File: src/rtl/mem_port_arbiter_pkg.sv
// Shared types for the IF/MEM memory-port arbiter: FSM states, requester IDs and default widths.
package mem_port_arbiter_pkg;

    localparam int ADDR_W_DEF = 64;
    localparam int DATA_W_DEF = 64;
    localparam int CNT_W_DEF  = 32;

    typedef enum logic [1:0] {
        ARB_IDLE = 2'd0,
        ARB_REQ  = 2'd1,
        ARB_WAIT = 2'd2,
        ARB_RESP = 2'd3
    } arb_state_e;

    typedef enum logic {
        REQ_IF  = 1'b0,
        REQ_MEM = 1'b1
    } req_id_e;

endpackage

File: src/rtl/mem_port_arbiter_rr_arbiter2.sv
// Two-requester round-robin picker: combinational winner, registered last-granted requester.
module mem_port_arbiter_rr_arbiter2
    import mem_port_arbiter_pkg::*;
(
    input  logic    clock,
    input  logic    reset,
    input  logic    i_req_if,
    input  logic    i_req_mem,
    input  logic    i_enable,
    input  logic    i_accept,
    output logic    o_gnt_if,
    output logic    o_gnt_mem,
    output req_id_e o_winner
);

    req_id_e r_rr_last;
    req_id_e w_winner;

    // Winner selection; a tie goes to whoever was not granted last
    always_comb begin
        w_winner = REQ_IF;
        if (i_req_if && i_req_mem) begin
            w_winner = (r_rr_last == REQ_IF) ? REQ_MEM : REQ_IF;
        end else if (i_req_mem) begin
            w_winner = REQ_MEM;
        end else begin
            w_winner = REQ_IF;
        end
    end

    assign o_gnt_if  = i_enable & i_req_if  & (w_winner == REQ_IF);
    assign o_gnt_mem = i_enable & i_req_mem & (w_winner == REQ_MEM);
    assign o_winner  = w_winner;

    // Remember the last accepted requester
    always_ff @(posedge clock or posedge reset) begin
        if (reset) begin
            r_rr_last <= REQ_IF;
        end else if (i_accept) begin
            r_rr_last <= w_winner;
        end else begin
            r_rr_last <= r_rr_last;
        end
    end

endmodule

File: src/rtl/mem_port_arbiter.sv
// Shares one variable-latency memory port between fetch (IF) and load/store (MEM),
// one outstanding transaction at a time, with per-requester grant counters.
module mem_port_arbiter
    import mem_port_arbiter_pkg::*;
#(
    parameter int ADDR_W = ADDR_W_DEF,
    parameter int DATA_W = DATA_W_DEF,
    parameter int CNT_W  = CNT_W_DEF,
    parameter int STRB_W = DATA_W / 8
) (
    input  logic              clock,
    input  logic              reset,
    input  logic              if_req_valid,
    output logic              if_req_ready,
    input  logic [ADDR_W-1:0] if_addr,
    output logic              if_resp_valid,
    output logic [DATA_W-1:0] if_rdata,
    input  logic              mem_req_valid,
    output logic              mem_req_ready,
    input  logic              mem_wen,
    input  logic [ADDR_W-1:0] mem_addr,
    input  logic [DATA_W-1:0] mem_wdata,
    input  logic [STRB_W-1:0] mem_strb,
    output logic              mem_resp_valid,
    output logic [DATA_W-1:0] mem_rdata,
    output logic              bus_req_valid,
    input  logic              bus_req_ready,
    output logic              bus_we,
    output logic [ADDR_W-1:0] bus_addr,
    output logic [DATA_W-1:0] bus_wdata,
    output logic [STRB_W-1:0] bus_strb,
    input  logic              bus_resp_valid,
    input  logic [DATA_W-1:0] bus_rdata,
    output logic [CNT_W-1:0]  if_grant_cnt,
    output logic [CNT_W-1:0]  mem_grant_cnt
);

    arb_state_e r_state;
    arb_state_e w_next_state;
    req_id_e    r_owner;
    req_id_e    w_winner;
    logic       w_idle;
    logic       w_accept;
    logic       w_resp_capture;

    assign w_idle         = (r_state == ARB_IDLE);
    assign w_accept       = (if_req_valid & if_req_ready) | (mem_req_valid & mem_req_ready);
    assign w_resp_capture = (r_state == ARB_WAIT) & bus_resp_valid;

    mem_port_arbiter_rr_arbiter2 u_rr (
        .clock     (clock),
        .reset     (reset),
        .i_req_if  (if_req_valid),
        .i_req_mem (mem_req_valid),
        .i_enable  (w_idle),
        .i_accept  (w_accept),
        .o_gnt_if  (if_req_ready),
        .o_gnt_mem (mem_req_ready),
        .o_winner  (w_winner)
    );

    // FSM state register
    always_ff @(posedge clock or posedge reset) begin
        if (reset) begin
            r_state <= ARB_IDLE;
        end else begin
            r_state <= w_next_state;
        end
    end

    // Next-state logic; responses outside WAIT are never legal and are dropped
    always_comb begin
        w_next_state = r_state;
        case (r_state)
            ARB_IDLE: w_next_state = w_accept       ? ARB_REQ  : ARB_IDLE;
            ARB_REQ:  w_next_state = bus_req_ready  ? ARB_WAIT : ARB_REQ;
            ARB_WAIT: w_next_state = bus_resp_valid ? ARB_RESP : ARB_WAIT;
            ARB_RESP: w_next_state = ARB_IDLE;
            default:  w_next_state = ARB_IDLE;
        endcase
    end

    // Downstream request registers, owner and grant counters
    always_ff @(posedge clock or posedge reset) begin
        if (reset) begin
            bus_req_valid <= 1'b0;
            bus_we        <= 1'b0;
            bus_addr      <= {ADDR_W{1'b0}};
            bus_wdata     <= {DATA_W{1'b0}};
            bus_strb      <= {STRB_W{1'b0}};
            r_owner       <= REQ_IF;
            if_grant_cnt  <= {CNT_W{1'b0}};
            mem_grant_cnt <= {CNT_W{1'b0}};
        end else if (w_accept) begin
            bus_req_valid <= 1'b1;
            r_owner       <= w_winner;
            if (w_winner == REQ_MEM) begin
                bus_we        <= mem_wen;
                bus_addr      <= mem_addr;
                bus_wdata     <= mem_wdata;
                bus_strb      <= mem_strb;
                mem_grant_cnt <= mem_grant_cnt + CNT_W'(1);
            end else begin
                bus_we        <= 1'b0;
                bus_addr      <= if_addr;
                bus_wdata     <= {DATA_W{1'b0}};
                bus_strb      <= {STRB_W{1'b1}};
                if_grant_cnt  <= if_grant_cnt + CNT_W'(1);
            end
        end else if ((r_state == ARB_REQ) && bus_req_ready) begin
            bus_req_valid <= 1'b0;
        end else begin
            bus_req_valid <= bus_req_valid;
        end
    end

    // Response capture: one-cycle pulse to the owner, rdata held until its next response
    always_ff @(posedge clock or posedge reset) begin
        if (reset) begin
            if_resp_valid  <= 1'b0;
            mem_resp_valid <= 1'b0;
            if_rdata       <= {DATA_W{1'b0}};
            mem_rdata      <= {DATA_W{1'b0}};
        end else begin
            if_resp_valid  <= w_resp_capture & (r_owner == REQ_IF);
            mem_resp_valid <= w_resp_capture & (r_owner == REQ_MEM);
            if (w_resp_capture && (r_owner == REQ_IF)) begin
                if_rdata <= bus_rdata;
            end else if (w_resp_capture && (r_owner == REQ_MEM)) begin
                mem_rdata <= bus_rdata;
            end else begin
                if_rdata <= if_rdata;
            end
        end
    end

endmodule

File: config.mk
export PLATFORM = sky130hd
export DESIGN_NAME = mem_port_arbiter
export DESIGN_NICKNAME = d
export VERILOG_FILES = /design/src/rtl/mem_port_arbiter_pkg.sv /design/src/rtl/mem_port_arbiter_rr_arbiter2.sv /design/src/rtl/mem_port_arbiter.sv
export SDC_FILE = /design/constraint.sdc
export NUM_CORES = 1
export LEC_CHECK = 0
export CORE_ASPECT_RATIO = 0.75
export CORE_MARGIN = 10
export CORE_UTILIZATION = 25
export CTS_CLUSTER_SIZE = 24
export DETAILED_ROUTE_END_ITERATION = 10
export PLACE_DENSITY_LB_ADDON = 0.15
export SYNTH_ARGS = -nofsm -noshare
export SYNTH_HDL_FRONTEND = slang
export SYNTH_HIERARCHICAL = 1
export SYNTH_SLANG_ARGS = --single-unit
File: constraint.sdc
create_clock -name clock -period 14.8 [get_ports clock]
set_input_delay 1.48 -clock clock [delete_from_list [all_inputs] [get_ports clock]]
set_output_delay 1.48 -clock clock [all_outputs]
set_load 0.05 [all_outputs]
==> results of run 1 <==
area by class of cell:
cell class	instances	share of cell area
tap	722	0.0414
clock buffer	54	0.0548
timing repair buffer	612	0.282
sequential	336	0.386
antenna	3	0.000344
multi-input combinational	863	0.226
inverter	18	0.00350
clock inverter	13	0.00672
logic make-up (layout without fill, tap and decap cells):
group           Yosys count  count (layout)
mux                     132             132
fa+ha+maj                 2               2
xor+xnor                 62              62
simple gates            591             591
other cells               0               3
flops                   336             336
compound gates           76              76
buf+inv                  87             697
power by group:
| part | switching [mW] | total (mW) | internal [mW] |
|---|---|---|---|
| clock | 0.395 | 1.01 | 0.614 |
| combinational | 1.84 | 2.68 | 0.839 |
| sequential | 0.210 | 1.48 | 1.27 |
through the flow:
| step | setup slack, ns | cells | cell area, µm² | hold slack (ns) | util |
|---|---|---|---|---|---|
| 2_1_floorplan | 4.04 | 1286 | 13700 | 0.490 | - |
| 3_3_place_gp | 10.08 | 2551 | 20400 | 0.448 | 0.377 |
| 3_5_place_dp | 10.12 | 2551 | 20400 | 0.456 | 0.377 |
| 4_1_cts | 10.11 | 2618 | 21800 | 0.469 | 0.402 |
| 5_1_grt | 10.07 | 2620 | 21800 | 0.486 | 0.402 |
| 6_report | 10.11 | 2621 | 21800 | 0.464 | 0.402 |
how the worst min path moves through the flow:
| stage | startpoint | end | slack (ns) | depth (start not counted) |
|---|---|---|---|---|
| after global placement | bus_wdata[18] | bus_wdata[18] | 0.45 | 2 |
| final | bus_wdata[14] | bus_wdata[14] | 0.46 | 2 |
| after detailed placement | bus_wdata[14] | bus_wdata[14] | 0.46 | 2 |
| after floorplan | r_owner | r_owner | 0.49 | 2 |
| after CTS | bus_wdata[14] | bus_wdata[14] | 0.47 | 2 |
| after global routing | bus_wdata[54] | bus_wdata[54] | 0.49 | 2 |
registers in the layout, indices dropped and copies added (netlist names), named ones only:
| name | flops |
|---|---|
| bus_addr | 64 |
| bus_req_valid | 1 |
| bus_strb | 8 |
| bus_wdata | 64 |
| bus_we | 1 |
| if_grant_cnt | 32 |
| if_rdata | 64 |
| if_resp_valid | 1 |
| mem_grant_cnt | 32 |
| mem_rdata | 64 |
| mem_resp_valid | 1 |
| r_owner | 1 |
| r_state | 1 |
| u_rr/r_rr_last | 1 |
cells in the final DEF (no fill, tap or decap), types with 4 or more instances in the layout:
cell type,count
sky130_fd_sc_hd__mux2i_1,65
sky130_fd_sc_hd__nor2_1,32
sky130_fd_sc_hd__nor4_1,4
sky130_fd_sc_hd__nand3_1,90
sky130_fd_sc_hd__and3_1,8
sky130_fd_sc_hd__xor2_1,21
sky130_fd_sc_hd__nor3_1,7
sky130_fd_sc_hd__clkbuf_8,12
sky130_fd_sc_hd__nand2_1,413
sky130_fd_sc_hd__a31oi_1,8
sky130_fd_sc_hd__clkbuf_16,41
sky130_fd_sc_hd__xnor2_1,41
sky130_fd_sc_hd__inv_1,15
sky130_fd_sc_hd__clkdlybuf4s50_1,604
sky130_fd_sc_hd__dfrtp_1,336
sky130_fd_sc_hd__o21ai_0,65
sky130_fd_sc_hd__mux2_2,66
sky130_fd_sc_hd__buf_4,5
sky130_fd_sc_hd__nand4_1,19
sky130_fd_sc_hd__clkinv_2,9
layer usage:
layer  track usage  up-vias
met5             0        -
met4        0.0482        8
met3        0.0571       78
met2         0.286      316
met1         0.198     5508
li1              -     5415
Yosys cell counts (3+ instances only):
cell	number	area (µm²)
sky130_fd_sc_hd__a31oi_1	8	50.1
sky130_fd_sc_hd__and2_1	3	18.8
sky130_fd_sc_hd__and3_1	8	50.1
sky130_fd_sc_hd__buf_1	13	48.8
sky130_fd_sc_hd__buf_2	18	90.1
sky130_fd_sc_hd__clkbuf_1	38	143
sky130_fd_sc_hd__dfrtp_1	336	8410
sky130_fd_sc_hd__inv_1	18	67.6
sky130_fd_sc_hd__mux2_2	66	743
sky130_fd_sc_hd__mux2i_1	65	651
sky130_fd_sc_hd__nand2_1	413	1550
sky130_fd_sc_hd__nand3_1	91	455
sky130_fd_sc_hd__nand4_1	19	119
sky130_fd_sc_hd__nor2_1	33	124
sky130_fd_sc_hd__nor3_1	7	35.0
sky130_fd_sc_hd__nor4_1	4	25.0
sky130_fd_sc_hd__o21ai_0	65	325
sky130_fd_sc_hd__xnor2_1	41	359
sky130_fd_sc_hd__xor2_1	21	184
critical path: stages:
cell and delay [ns]:
sky130_fd_sc_hd__clkdlybuf4s50_1 0.52, sky130_fd_sc_hd__a21boi_4 0.23, sky130_fd_sc_hd__and2_2 0.18, sky130_fd_sc_hd__clkdlybuf4s50_1 0.80
==> flow_summary.yaml, run 1 <==
power_and_ir_drop:
  pwr_density_cell_nw_per_um2: 237
  irDropWorstVdd_uv: 139
  totalPowerFinal_mw: 5.17
  power.leakage_nw: 9.84
cts:
  clock_latency_late_sink_ns: 0.53
  postCtsSetupBuffers: 0
  cts.clk_slew.worst_paths_ns: 0.06
  postCtsResizedCells: 0
  clockRootBuffer: "sky130_fd_sc_hd__clkbuf_16"
  cts_max_path_buffers: 3
  cts-hold-fix-buffers: 0
  clock_buffers_created_by_tritoncts: 39
  clock_tree_from_tritoncts: "done"
  h-tree-depth: 2
  clock_sinks: 336
route:
  drc_errors: 0
  viasPerCell: 4.32
  met3_wire_len_um: 4220
  number_of_nets_still_failing_antenna_checks_after_routing: 0
  dr_total_vias: 11325
  first_iter_violations: 604
  dr.max_layer_used: "met5"
  post_drt_wl_per_cell_um: 21.4
  drt_wl_total_um: 56000
  met1_length_um: 22300
  drt-pass1-iter-count: 4
  wl_met2_um: 28100
layout:
  finish.net_count: 2143
  final.fill_count: 5300
  flow.area_growth_from_synthesis_pct: 59.6
  layout_cell_share_with_drive_strength_beyond_1: 0.0818
  register_area_um2: 8410
  multi_input_comb_area_um2: 4920
floorplan:
  design.die.area_um2: 64500
  die_h_um: 222
  num_rows: 74
  ioPinCount: 605
  die_width_um: 290
  initial_core_util: 0.252
  core_area_um2: 54300
critical_path:
  path_max_fanout: 3
  ff2ff_path_depth: 10
  data_required_critical_path_ns: 13.32
  end_of_the_worst_register_to_register_path: "mem_grant_cnt[8]"
  critPathCaptureType: "output port"
  crit_path_kind: "in2out"
  worst_setup_path_start_kind: "primary input"
  worst-r2r-setup-slack_ns: 11.42
  critPathCapture: "mem_req_ready"
  r2r-start: "r_state[0]"
  timing.critical_path.arrival_ns: 3.21
  worstSetupStartpoint: "mem_req_valid"
global_route:
  grt_overflow_total: 0
  initial_antenna_violation_count: 6
  grt_pass1_wl_um: 82800
  grt_pass1_vias: 12047
  pin_count_of_the_biggest_net_entering_global_routing: 206
  grt_util_all_layers: 0.168
synthesis:
  synthDistinctLibCells: 35
  synth-compound-area-share: 0.0296
  xor_and_xnor_area_share_after_synthesis: 0.0398
  post_synth_mux_area_share: 0.103
  yosys.area_share.simple: 0.184
  count_of_mapped_cells_out_of_synthesis: 1286
  mappedNetlistNets: 1559
  synth_area_per_cell_um2: 10.6
  synth_flop_cell: "sky130_fd_sc_hd__dfrtp_1"
  synth.cell_area_um2: 13700
  synth_top_family_by_area: "simple AND/OR/NAND/NOR gates"
  yosysSeqAreaShare: 0.616
  synth.yosys.warnings: 6
  synth-edff-count: 0
  synthArstFlopShare: 1.00
  number_of_storage_elements_in_the_synthesis_netlist: 336
  post_synth_fa_ha_maj_area_fraction: 0.00183
sta:
  clock_skew_ns: 0.00872
  worst_pin_slew_ns: 1.10
  max_freq_mhz: 213
  post-route-period-util: 0.317
  rsz_0062_raised_after_global_routing: "false"
  drv_slew: 0
  fin_tns_setup_ns: 0
  slew_headroom: 0.264
  finalSetupViolCount: 0
  fin_crit_ns: 4.69
  report.final.hold_viol_count: 0
placement:
  port_buffers: 604
  place_hpwl_um: 41500
  gp_congestion: 0.807
run_status:
  run_status: "complete, no violations"
worst_hold_path:
  timing.hold.worst.class: "reg2reg"
flow_run:
  max_cap_violation_count: 0
No activity file was read; power rests on OpenSTA's default activity.
==> run 2: changes to the inputs <==
- clock period: 14.8 -> 4.3 ns (I/O delays scaled with it)
==> run 2 against run 1 <==
  * Clock power grew to 3.4 times the previous value
  * Largest cell class unchanged
  * Clock skew grew 0.0052 ns
  * Die area is the same
  * Sequential cell count is the same
  * Global-route usage grew 0.064 points
  * Cell area grew 0.19%
  * Sequential power grew to 3.4 times the previous value
==> flow_summary.yaml, run 2 (synthesis gave the netlist of run 1 again) <==
critical_path:
  worst-r2r-setup-slack_ns: 1.49
  end_of_the_worst_register_to_register_path: "if_grant_cnt[30]"
  cpMaxStageDelayCell: "sky130_fd_sc_hd__clkdlybuf4s50_1"
  worst_setup_path_start_kind: "register"
  data_required_critical_path_ns: 3.87
  timing.critical_path.arrival_ns: 2.45
  r2r-start: "r_state[0]"
  crit_path_kind: "reg2out"
  critPathCaptureType: "output port"
  worstPathCellList: "nor2_1 -> nand2_1 -> a21oi_1 -> clkdlybuf4s50_1"
  path_max_fanout: 5
  cp_slowest_stage_delay_ns: 0.87
  ff2ff_path_depth: 9
sta:
  final_layout_worst_hold_slack_ns: 0.122
  drv_slew: 0
  fin_crit_ns: 2.88
  worst_pin_slew_ns: 1.01
  max_freq_mhz: 347
  clock_skew_ns: 0.0139
  minimum_setup_slack_in_the_final_design_ns: 1.42
  report.final.hold_viol_count: 0
  slew_headroom: 0.324
  finalSetupViolCount: 0
  post-route-period-util: 0.670
  rsz_0062_raised_after_global_routing: "false"
power_and_ir_drop:
  power.net_switching_mw: 8.36
  pwr_density_cell_nw_per_um2: 810
  power.share.sequential: 0.286
  power_frac_comb: 0.521
  power.switching_fraction: 0.472
  power.internal_mw: 9.33
  power.leakage_nw: 9.84
  pwr-share-clk: 0.192
  irDropWorstVdd_uv: 350
placement:
  post-place-ws_ns: 1.00
  gp_congestion: 0.820
  place_hpwl_um: 42900
  cell_count_after_placement: 2557
  port_buffers: 604
layout:
  final_cell_count_no_fill: 2629
  finish.net_count: 2149
  mostFrequentLayoutCell: "sky130_fd_sc_hd__clkdlybuf4s50_1"
  most-common-layout-cells: "604 x sky130_fd_sc_hd__clkdlybuf4s50_1, 413 x sky130_fd_sc_hd__nand2_1, 336 x sky130_fd_sc_hd__dfrtp_1"
  flow.area_growth_from_synthesis_pct: 59.9
  final.fill_count: 5291
  layout_cell_share_with_drive_strength_beyond_1: 0.0805
route:
  viasPerCell: 4.30
  wl_met2_um: 28100
  drt-pass1-iter-count: 4
  met3_wire_len_um: 4140
  number_of_nets_still_failing_antenna_checks_after_routing: 0
  dr.max_layer_used: "met5"
  post_drt_wl_per_cell_um: 21.5
  drt_wl_total_um: 56500
  met1_length_um: 23100
  dr_total_vias: 11309
  first_iter_violations: 465
  drc_errors: 0
global_route:
  grt_util_all_layers: 0.169
  grt_pass1_vias: 12030
  pin_count_of_the_biggest_net_entering_global_routing: 168
  grt_pass1_wl_um: 83000
  initial_antenna_violation_count: 9
  grt_overflow_total: 0
cts:
  clock_sinks: 336
  clockRootBuffer: "sky130_fd_sc_hd__clkbuf_16"
  h-tree-depth: 2
  clock_latency_late_sink_ns: 0.54
  clock_buffers_created_by_tritoncts: 39
  postCtsSetupBuffers: 0
  cts_max_path_buffers: 3
  cts-hold-fix-buffers: 0
  cts.clk_slew.worst_paths_ns: 0.05
  clock_tree_from_tritoncts: "done"
  postCtsResizedCells: 0
worst_hold_path:
  timing.hold.worst.class: "in2async"
floorplan:
  initial_core_util: 0.252
  core_area_um2: 54300
  num_rows: 74
  die_h_um: 222
  ioPinCount: 605
  die_width_um: 290
  design.die.area_um2: 64500
run_status:
  run_status: "complete, no violations"
flow_run:
  max_cap_violation_count: 0
-- run 2: cell types whose count changed in the layout (fill, tap and decap cells not counted), sizes merged --
cell	before	now
inv	17	16
clkbuf	54	57
buf	8	14
diode	3	7
clkinv	10	6
-- run 2: how the worst max path moves through the flow --
stage	slack [ns]	to	from	cells after the start
floorplan	-0.61	async pin	reset	1
CTS	1.29	if_req_ready	r_state[0]	4
global route	1.19	if_grant_cnt[30]	r_state[0]	9
global placement	1.11	mem_grant_cnt[30]	mem_req_valid	8
finish	1.42	if_req_ready	r_state[0]	4
detailed placement	1.00	r_state[0]	if_req_valid	10
-- run 2: power groups by stage --
stage                     registers (mW)  clock network [mW]  logic (mW)
after floorplan                     9.14                   0        1.59
after global placement              5.07                   0        9.33
after detailed placement            5.11                   0        9.35
after CTS                           5.08                3.53        9.37
after global routing                5.24                3.66        9.66
final                               5.07                3.40        9.22
-- run 2: layer usage --
metal | up-vias | global-route usage
li1 | 5422 | -
met5 | - | 0
met4 | 6 | 0.0486
met2 | 277 | 0.286
met1 | 5534 | 0.199
met3 | 70 | 0.0595
-- run 2: cell type report --
cell class | instances | area [µm²] | area share
Antenna cell | 7 | 17.5 | 0.000802
Clock inverter | 8 | 119 | 0.00544
Timing Repair Buffer | 618 | 6230 | 0.285
Sequential cell | 336 | 8410 | 0.385
Clock buffer | 57 | 1180 | 0.0538
Inverter | 18 | 72.6 | 0.00332
Multi-Input combinational cell | 863 | 4920 | 0.225
Tap cell | 722 | 903 | 0.0414
-- run 2: worst max-delay path, delay by kind of cell (launching register included) --
family / cells / cell delay, ns
buffers and inverters: 1 / 0.87
flip-flops: 1 / 0.42
AND/OR/NAND/NOR: 2 / 0.43
AO/OA/AOI/OAI: 1 / 0.20
-- run 2: through the flow --
step            util  setup TNS [ns]  area (µm²)  power [mW]
2_1_floorplan      -         -203.21       13700        10.7
3_3_place_gp   0.378               0       20500        14.4
3_5_place_dp   0.378               0       20500        14.5
4_1_cts        0.402               0       21800        18.0
5_1_grt        0.402               0       21800        18.6
6_report       0.403               0       21800        17.7
==> run 3: changes to the inputs <==
- clock period: 4.3 -> 2.7 ns (I/O delays scaled with it)
==> run 3 against run 2 <==
  * Sequential cell count is the same
  * Die area is the same
  * Critical path depth grew 5
  * Final cell count grew 1.2%
  * Utilization grew 0.62 points
  * Largest power group unchanged
==> flow_summary.yaml, run 3 (synthesis gave the netlist of run 1 again) <==
route:
  drt-pass1-iter-count: 5
  viasPerCell: 4.31
  drc_errors: 0
  drt_wl_total_um: 56500
  first_iter_violations: 467
  number_of_nets_still_failing_antenna_checks_after_routing: 0
  post_drt_wl_per_cell_um: 21.3
  dr_total_vias: 11469
global_route:
  pin_count_of_the_biggest_net_entering_global_routing: 156
  grt.met3_usage: 0.0488
  grt_pass1_vias: 12500
  grt_util_all_layers: 0.170
  grt_use_met2: 0.296
  initial_antenna_violation_count: 5
  grt_pass1_wl_um: 85000
  met1_usage_in_global_routing: 0.203
  most_congested_layer_reported_by_global_routing: "met2"
  grt_overflow_total: 0
placement:
  port_buffers: 604
  post-place-ws_ns: -0.134
  place_hpwl_um: 43800
  gp_congestion: 0.839
  cell_count_after_placement: 2591
sta:
  fin_crit_ns: 2.43
  finalSetupViolCount: 0
  fin_tns_setup_ns: 0
  drv_slew: 0
  report.final.hold_viol_count: 0
  max_freq_mhz: 412
  minimum_setup_slack_in_the_final_design_ns: 0.272
  clock_skew_ns: 0.0173
  rsz_0062_raised_after_global_routing: "false"
  worst_pin_slew_ns: 0.862
  slew_headroom: 0.424
  post-route-period-util: 0.899
cts:
  clock_latency_late_sink_ns: 0.54
  clock_tree_from_tritoncts: "done"
  clock_buffers_created_by_tritoncts: 39
  clockRootBuffer: "sky130_fd_sc_hd__clkbuf_16"
  clock_sinks: 336
  cts_max_path_buffers: 3
  cts.clk_slew.worst_paths_ns: 0.06
  h-tree-depth: 2
floorplan:
  die_width_um: 290
  initial_core_util: 0.252
  design.die.area_um2: 64500
  num_rows: 74
  ioPinCount: 605
  die_h_um: 222
  core_area_um2: 54300
critical_path:
  path_max_fanout: 5
  worstPathCellList: "nor2_1 -> buf_4 -> nand2_1 -> a21oi_4 -> a22oi_2 -> or4_4 -> nor4_4 -> nand4_1 -> xnor2_1"
  cp_slowest_stage_delay_ns: 0.57
  timing.critical_path.arrival_ns: 2.85
  critPathCaptureType: "register"
  critical_path.top_delay_family: "simple AND/OR/NAND/NOR gates"
  data_required_critical_path_ns: 3.13
  cpMaxStageDelayCell: "sky130_fd_sc_hd__or4_4"
  worst_setup_path_start_kind: "register"
  path_buf_inv: 1
  crit_path_kind: "reg2reg"
layout:
  finish.net_count: 2184
  layout_cell_share_with_drive_strength_beyond_1: 0.0982
  mostFrequentLayoutCell: "sky130_fd_sc_hd__clkdlybuf4s50_1"
  flow.area_growth_from_synthesis_pct: 62.4
  final.fill_count: 5338
  final_cell_count_no_fill: 2660
  most-common-layout-cells: "602 x sky130_fd_sc_hd__clkdlybuf4s50_1, 413 x sky130_fd_sc_hd__nand2_1, 336 x sky130_fd_sc_hd__dfrtp_1"
run_status:
  run_status: "complete, no violations"
power_and_ir_drop:
  irDropWorstVdd_uv: 750
  pwr_density_cell_nw_per_um2: 1270
  totalPowerFinal_mw: 28.1
  power.leakage_nw: 10.0
flow_run:
  max_cap_violation_count: 0
worst_hold_path:
  timing.hold.worst.class: "in2reg"
  min_from: "mem_strb[4]"
==> run 3: worst register-to-register path: stages (launching register included) <==
cell	delay [ns]
sky130_fd_sc_hd__dfrtp_1	0.42
sky130_fd_sc_hd__nor2_1	0.10
sky130_fd_sc_hd__buf_4	0.17
sky130_fd_sc_hd__nand2_1	0.10
sky130_fd_sc_hd__a21oi_4	0.13
sky130_fd_sc_hd__a22oi_2	0.11
sky130_fd_sc_hd__or4_4	0.57
sky130_fd_sc_hd__nor4_4	0.41
sky130_fd_sc_hd__nand4_1	0.16
sky130_fd_sc_hd__xnor2_1	0.15
==> run 3: repair_timing <==
action	CTS	global route
endpoints found under the hold margin	1	0
hold buffers	1	0
gates resized for setup	0	2
buffers inserted	0	0
setup endpoints to repair	0	1
==> run 3: worst paths after layout <==
check / endpoint / slack, ns / depth (start not counted)
max in group asynchronous: bus_addr[32] / 1.05 / 4
min in group asynchronous: u_rr/r_rr_last / 0.55 / 3
setup / recovery: if_grant_cnt[25] / 0.27 / 9
hold reg to reg: bus_wdata[16] / 0.47 / 2
hold / removal: bus_strb[4] / 0.28 / 3
setup reg to reg: if_grant_cnt[25] / 0.27 / 9
==> run 3: report_power, final <==
| part | leakage, nW | total (mW) | internal [mW] | switching, mW |
|---|---|---|---|---|
| logic | 5.16 | 14.9 | 4.76 | 10.1 |
| clock network | 0.606 | 5.13 | 3.00 | 2.13 |
| registers | 4.26 | 8.07 | 6.94 | 1.12 |
==> run 3: per-stage QoR <==
step / utilization / cell area (µm²) / hold slack (ns)
after floorplan: - / 13700 / -0.00129
after global placement: 0.386 / 20900 / 0.450
after detailed placement: 0.386 / 20900 / 0.457
after CTS: 0.408 / 22200 / 0.240
after global routing: 0.409 / 22200 / 0.273
final: 0.409 / 22200 / 0.280
==> run 3: cell type report <==
class,count,area [µm²],share of cell area
Multi-Input combinational cell,863,4930,0.222
Sequential cell,336,8410,0.379
Tap cell,722,903,0.0407
Clock inverter,8,46.3,0.00209
Timing Repair Buffer,653,6630,0.299
Antenna cell,3,7.51,0.000339
Inverter,18,72.6,0.00327
Clock buffer,57,1180,0.0530
==> run 3: metal layers <==
layer	wire length [µm]	part of all wire
met1	23000	0.41
met2	28500	0.50
met5	47	0.00083
met4	1310	0.023
met3	3660	0.065
